## config.mk

```make
export PLATFORM = sky130hd
export DESIGN_NAME = mac4_accumulator
export DESIGN_NICKNAME = d
export VERILOG_FILES = /design/src/rtl/mac4_pkg.sv /design/src/rtl/mac4_accumulator.sv
export SDC_FILE = /design/constraint.sdc
export NUM_CORES = 1
export LEC_CHECK = 0
export CORE_MARGIN = 4
export CORE_UTILIZATION = 40
export CTS_CLUSTER_SIZE = 14
export DETAILED_ROUTE_END_ITERATION = 6
export PLACE_DENSITY_LB_ADDON = 0.15
export SYNTH_ARGS = -nofsm -noshare
export SYNTH_HDL_FRONTEND = slang
export SYNTH_SLANG_ARGS = --single-unit
```

## constraint.sdc

```tcl
create_clock -name clk -period 3.3 [get_ports clk]
set_input_delay 0.66 -clock clk [delete_from_list [all_inputs] [get_ports clk]]
set_output_delay 0.66 -clock clk [all_outputs]
set_load 0.02 [all_outputs]
```

## src/rtl/mac4_pkg.sv

```systemverilog
// Shared definitions for the 4-bit MAC: frame FSM states and default datapath widths.
package mac4_pkg;

    typedef enum logic [1:0] {
        IDLE  = 2'd0,
        ACCUM = 2'd1,
        DONE  = 2'd2
    } state_e;

    localparam int ACC_W_DEF = 8;
    localparam int LEN_W_DEF = 4;

endpackage

```

## src/rtl/mac4_accumulator.sv

```systemverilog
// Accumulation and frame-control stage of the 4-bit MAC: closes the loop through an
// external combinational adder and hands each frame result downstream via valid/ready.
module mac4_accumulator
    import mac4_pkg::*;
#(
    parameter int ACC_W = ACC_W_DEF,
    parameter int LEN_W = LEN_W_DEF,
    parameter int SAT   = 0
) (
    input  logic             clk,
    input  logic             rst,
    input  logic             start,
    input  logic [LEN_W-1:0] cfg_len,
    input  logic             in_valid,
    input  logic [ACC_W-1:0] in_prod,
    output logic             in_ready,
    output logic [ACC_W-1:0] add_a,
    output logic [ACC_W-1:0] add_b,
    output logic             add_cin,
    input  logic [ACC_W-1:0] add_s,
    input  logic             add_cout,
    output logic             out_valid,
    output logic [ACC_W-1:0] out_acc,
    output logic             out_ovf,
    input  logic             out_ready,
    output logic             busy
);

    state_e             state_q, state_d;
    logic [ACC_W-1:0]   acc_q, acc_d;
    logic               ovf_q, ovf_d;
    logic [LEN_W-1:0]   cnt_q, cnt_d;

    // Once a carry escapes, saturation pins the result to all-ones for the rest of the frame.
    function automatic logic [ACC_W-1:0] next_acc(input logic [ACC_W-1:0] sum,
                                                  input logic cout);
        if (SAT != 0 && cout)
            return {ACC_W{1'b1}};
        return sum;
    endfunction

    always_ff @(posedge clk or posedge rst) begin
        if (rst) begin
            state_q <= IDLE;
            acc_q   <= '0;
            ovf_q   <= 1'b0;
            cnt_q   <= '0;
        end else begin
            state_q <= state_d;
            acc_q   <= acc_d;
            ovf_q   <= ovf_d;
            cnt_q   <= cnt_d;
        end
    end

    always_comb begin
        state_d = state_q;
        acc_d   = acc_q;
        ovf_d   = ovf_q;
        cnt_d   = cnt_q;
        unique case (state_q)
            IDLE: begin
                if (start) begin
                    acc_d = '0;
                    ovf_d = 1'b0;
                    if (cfg_len == '0) begin
                        state_d = DONE;
                    end else begin
                        cnt_d   = cfg_len;
                        state_d = ACCUM;
                    end
                end
            end
            ACCUM: begin
                if (in_valid) begin
                    acc_d = next_acc(add_s, add_cout);
                    ovf_d = ovf_q | add_cout;
                    cnt_d = cnt_q - LEN_W'(1);
                    if (cnt_q == LEN_W'(1))
                        state_d = DONE;
                end
            end
            DONE: begin
                if (out_ready)
                    state_d = IDLE;
            end
            default: state_d = IDLE;
        endcase
    end

    assign in_ready  = (state_q == ACCUM);
    assign out_valid = (state_q == DONE);
    assign busy      = (state_q != IDLE);
    assign out_acc   = acc_q;
    assign out_ovf   = ovf_q;
    assign add_a     = in_prod;
    assign add_b     = acc_q;
    assign add_cin   = 1'b0;

endmodule

```

-- Word level (Yosys, flattened, before mapping)
Cells that the tools add are included.
- register bits after elaboration: 15
- bits in latches: 0
- bits in writable memories: 0
- memory bits (read-only): 0
- input bits: 26
- output and inout port bits: 29
- word-level logic and storage cells: 37
- memories: 0
- add/subtract/negate cells: 1
- $mul: 0
- divide/modulo/power cells: 0
- order comparisons: 0
- eq/ne operators: 8
- shift-type cells: 0
- muxes and demuxes: 16
- bitwise operators: 1
- reduce and logical (&&, ||, !) cells: 7
- operators with widths (operator ; number):
    $mux 8 ; 2
    $pmux 8 s2 ; 1
    $mux 4 ; 3
    $mux 2 ; 5
    $pmux 4 s2 ; 1
    $reduce_and 4->1 ; 2
    $ne 2x2->1 const B ; 3
    $pmux 2 s3 ; 1
    $eq 4x1->1 const B ; 1
    $logic_not 4->1 ; 1
    $ne 2x1->1 const B ; 2
    $reduce_bool 2->1 ; 2
    $sub 4x1->4 const B ; 1
    $reduce_and 3->1 ; 1
    $eq 2x1->1 const B ; 1
    $eq 2x2->1 const B ; 1
    $logic_not 2->1 ; 1
    $mux 1 ; 2
    $pmux 1 s2 ; 1
    $or 1x1->1 ; 1

-- Depth between registers and ports, before layout
- word-level depth: 4
- gate-level depth with buffers: 5
- gate-level depth less buffers: 5

-- Least setup slack after synthesis
No wires, ideal clock.
- path kind: input-to-reg
- from: in cfg_len[2]
- to: reg cnt_q[3]
- library setup time: 126 ps
- data arrival time: 1441 ps
- required time: 3174 ps
- path slack: 1733 ps
- stages on the path: 3
- buffers on the path: 0
- cells stage by stage: nor4_4 a211oi_2 a221o_1
- cells in the longest elaborated chain, start to end: 3
- ends and longest elaborated chain (what ; RTL line ; RTL):
    start: declaration ; mac4_accumulator.sv:13 ; input logic [LEN_W-1:0] cfg_len,
    $logic_not 4->1 ; mac4_accumulator.sv:66 ; if (cfg_len == '0) begin
    $ne 2x2->1 (no source line) ; - ;
    $reduce_and 4->1 (no source line) ; - ;
    end signal: assignment ; mac4_accumulator.sv:52 ; cnt_q <= cnt_d;
    end: declaration ; mac4_accumulator.sv:32 ; logic [LEN_W-1:0] cnt_q, cnt_d;
Every way passes these cells.
A chain may end at the register's enable or synchronous reset.

-- Final worst setup path
- from: reg state_q[1]
- to: out in_ready
- cells in the longest elaborated chain, start to end: 1
- ends and longest elaborated chain (what ; RTL line ; RTL):
    start: declaration ; mac4_accumulator.sv:29 ; state_e state_q, state_d;
    start signal: assignment ; mac4_accumulator.sv:49 ; state_q <= state_d;
    $eq 2x1->1 ; mac4_accumulator.sv:91 ; assign in_ready = (state_q == ACCUM);
    end: declaration ; mac4_accumulator.sv:16 ; output logic in_ready,
Every way passes these cells.

==> results by group <==
Flow run
  • MaxCap Viol Count: 0

Synthesis
  • Simple logic cell fraction of the synthesized area: 12.9%
  • Yosys top cell area share: 39.8%
  • Synth area leader: dfrtp_1
  • Post-Synth Adder-Cell Area: 2.66%
  • Number of flops mapped to enable cells by yosys: 0
  • Synth Cell Area: 942 um^2
  • Largest family of logic cells by synthesized area: compound AO/OA/AOI/OAI gates
  • Net Count, Synth: 120
  • Avg Synthesized Cell Area: 10.2 um^2
  • XOR/XNOR share of the synthesized area: 0%
  • Area contributors post-synth: dfrtp_1 (40%), buf_4 (14%), a22o_1 (7.4%)
  • Post-synthesis mux area share: 4.38%
  • Netlist cell types: 34
  • Yosys warns: 0
  • Synth Flop Type: dfrtp_1
  • Mapped Cells: 92
  • Synth Register Bits: 15
  • Register area share after synthesis: 39.8%
  • Share of flip-flops with an asynchronous set or reset: 100%
  • Compound-cell area share of the yosys netlist: 20.3%

Clocking
  • Maximum clock path buffer count: 2
  • Post_cts resized: 0
  • CTS Root Cell: clkbuf_4
  • Clock Latency Late Sink: 290 ps
  • Post-CTS Setup Bufs: 0
  • H-tree depth: 1
  • CTS buffer count: 3
  • Clk sinks: 15
  • CTS tree: yes
  • Post-cts hold buffer count: 0
  • Clock Pin Slew Worst Setup and Hold Paths: 100 ps

Setup path
  • Worst Setup Path Type: reg -> out
  • Data arrival time of the critical path: 1850 ps
  • R2R Path End: cnt_q[3]
  • FF-to-FF path depth: 4
  • CP Max Fanout: 11
  • R2R setup slack: 1750 ps
  • CP startpoint kind: register
  • Worst setup EP type: output pin
  • Data required, critical path: 2640 ps
  • Worst Setup SP: state_q[1]
  • R2R Path Start: state_q[1]

Placement
  • DP HPWL: 1670 um
  • Dpl cell area: 1190 um^2
  • Place WS: 1130 ps
  • GP Congestion: 0.891
  • Port bufs: 37
  • Placed Cells: 137

Global route
  • Vias in the first global route: 752
  • Largest net degree at the start of global routing: 16
  • Total gr overflow: 0
  • Total track usage: 14.0%
  • Initial antenna violation count: 0
  • First-pass GRT wire length: 3480 um

Die
  • Boundary Pins: 55
  • Area of the core: 2230 um^2
  • Chip width: 56.5 um
  • Initial Util: 42.2%
  • # rows: 17
  • Die H: 56.5 um
  • Die area: 3200 um^2

Timing
  • Actual slew at the worst max-slew pin: 540 ps
  • Final Setup Violations: 0
  • Final Hold Viols: 0
  • Final WS setup: 789 ps
  • Fin crit share: 76.1%
  • RSZ-0062 raised after global routing: no
  • Layout Skew: 12.0 ps
  • Final Slew Violations: 0
  • TNS Setup: 0 ps
  • Relative slew margins: 63.9%
  • Fmax achieved: 0.398 GHz
  • Final Critical Period: 2510 ps

Routing
  • Final ANT Viol Nets: 0
  • Met2 wire len: 1110 um
  • Met3 wire len: 155 um
  • Vias: 751
  • Highest metal used: met4
  • Detailed-route wire length: 2120 um
  • Initial drt markers: 13
  • Wire per inst: 15.0 um
  • Total iterations of the first detailed-routing run: 4
  • Number of remaining DRC errors: 0
  • Wl on met1: 833 um
  • Via density: 5.33

Power
  • Peak VDD IR: 0.452 mV
  • Power Density: 864 nW/um^2
  • Leak: 0.523 nW

Layout
  • Nets: 142
  • Design area: 1220 um^2
  • Diode count: 0
  • Commonest cells after routing, fill and taps aside: clkdlybuf4s50_1 (37), dfrtp_1 (15), inv_1 (8), a22o_1 (8)
  • Storage cell area: 375 um^2
  • Fillers: 217
  • Layout cells sized above 1: 7.08%
  • Final Non-Filler Cells: 141
  • Most common cell after layout, fill and taps aside: clkdlybuf4s50_1
  • Synth-to-Final Area Change: 29.6%
  • Area occupied by multi-input gates: 383 um^2

Hold path
  • Origin of the worst min-delay path: add_b[7]
  • Hold EP: add_b[7]
  • Min-delay worst type: reg -> reg
  • Worst hold stages: 1

Status
  • Status: finished clean
## layout make-up
class | count | area share, %
multi-input combinational | 49 | 31.4
sequential | 15 | 30.7
timing repair buffer | 37 | 30.3
tap | 28 | 2.87
inverter | 8 | 2.46
clock buffer | 3 | 1.84
clock inverter | 1 | 0.410
## critical path: stages, from the launching register on
cell,delay [ps]
dfrtp_1,520
nand2b_1,260
inv_1,160
clkdlybuf4s50_1,620
## cell usage after synthesis (all sizes together) (2+ instances only)
| library cell | instances |
|---|---|
| nor3b | 3 |
| inv | 8 |
| nor2 | 3 |
| buf | 19 |
| a22o | 8 |
| dfrtp | 15 |
| a31oi | 3 |
| ha | 2 |
| mux2i | 3 |
| nand2 | 4 |
| nor2b | 2 |
| o21ai | 3 |
## flip-flops by register name (all words and copies together), names as in the netlist
register,count
add_b,8
state_q,2
out_ovf,1
cnt_q,4
## how the worst max path moves through the flow
stage	endpoint	slack [ps]
CTS	in_ready	800
global route	in_ready	690
detailed placement	in_ready	1130
finish	in_ready	790
global placement	in_ready	1180
floorplan	cnt_q[3]	1730
## through the flow
stage          utilization [%]  hold slack (ps)  total power, mW
2_1_floorplan                -              521            0.762
3_3_place_gp              53.4              511            0.953
3_5_place_dp              53.4              518            0.960
4_1_cts                   54.7              540             1.07
5_1_grt                   54.7              550             1.12
6_report                  54.7              531             1.06
## kinds of logic (layout without fill, tap and decap cells)
kind of cell	after synthesis	in the layout
buffers and inverters	28	49
AO/OA/AOI/OAI	24	24
AND/OR/NAND/NOR	18	18
flip-flops	15	15
multiplexers	4	4
adder cells (fa/ha/maj)	2	2
other	1	1
## power by group
group / leakage [nW] / switching (mW) / total (mW) / internal [mW]
logic: 0.324 / 0.305 / 0.612 / 0.307
clock network: 0.0177 / 0.0589 / 0.104 / 0.0450
registers: 0.182 / 0.0811 / 0.340 / 0.259
total: 0.523 / 0.445 / 1.06 / 0.611
## metal layers
| metal | vias up | track usage (%) |
|---|---|---|
| met5 | - | 0 |
| met3 | 5 | 5.29 |
| li1 | 355 | - |
| met1 | 360 | 15.3 |
| met4 | 0 | 5.42 |
| met2 | 31 | 24.1 |
Power figures use the tool's default switching activity.
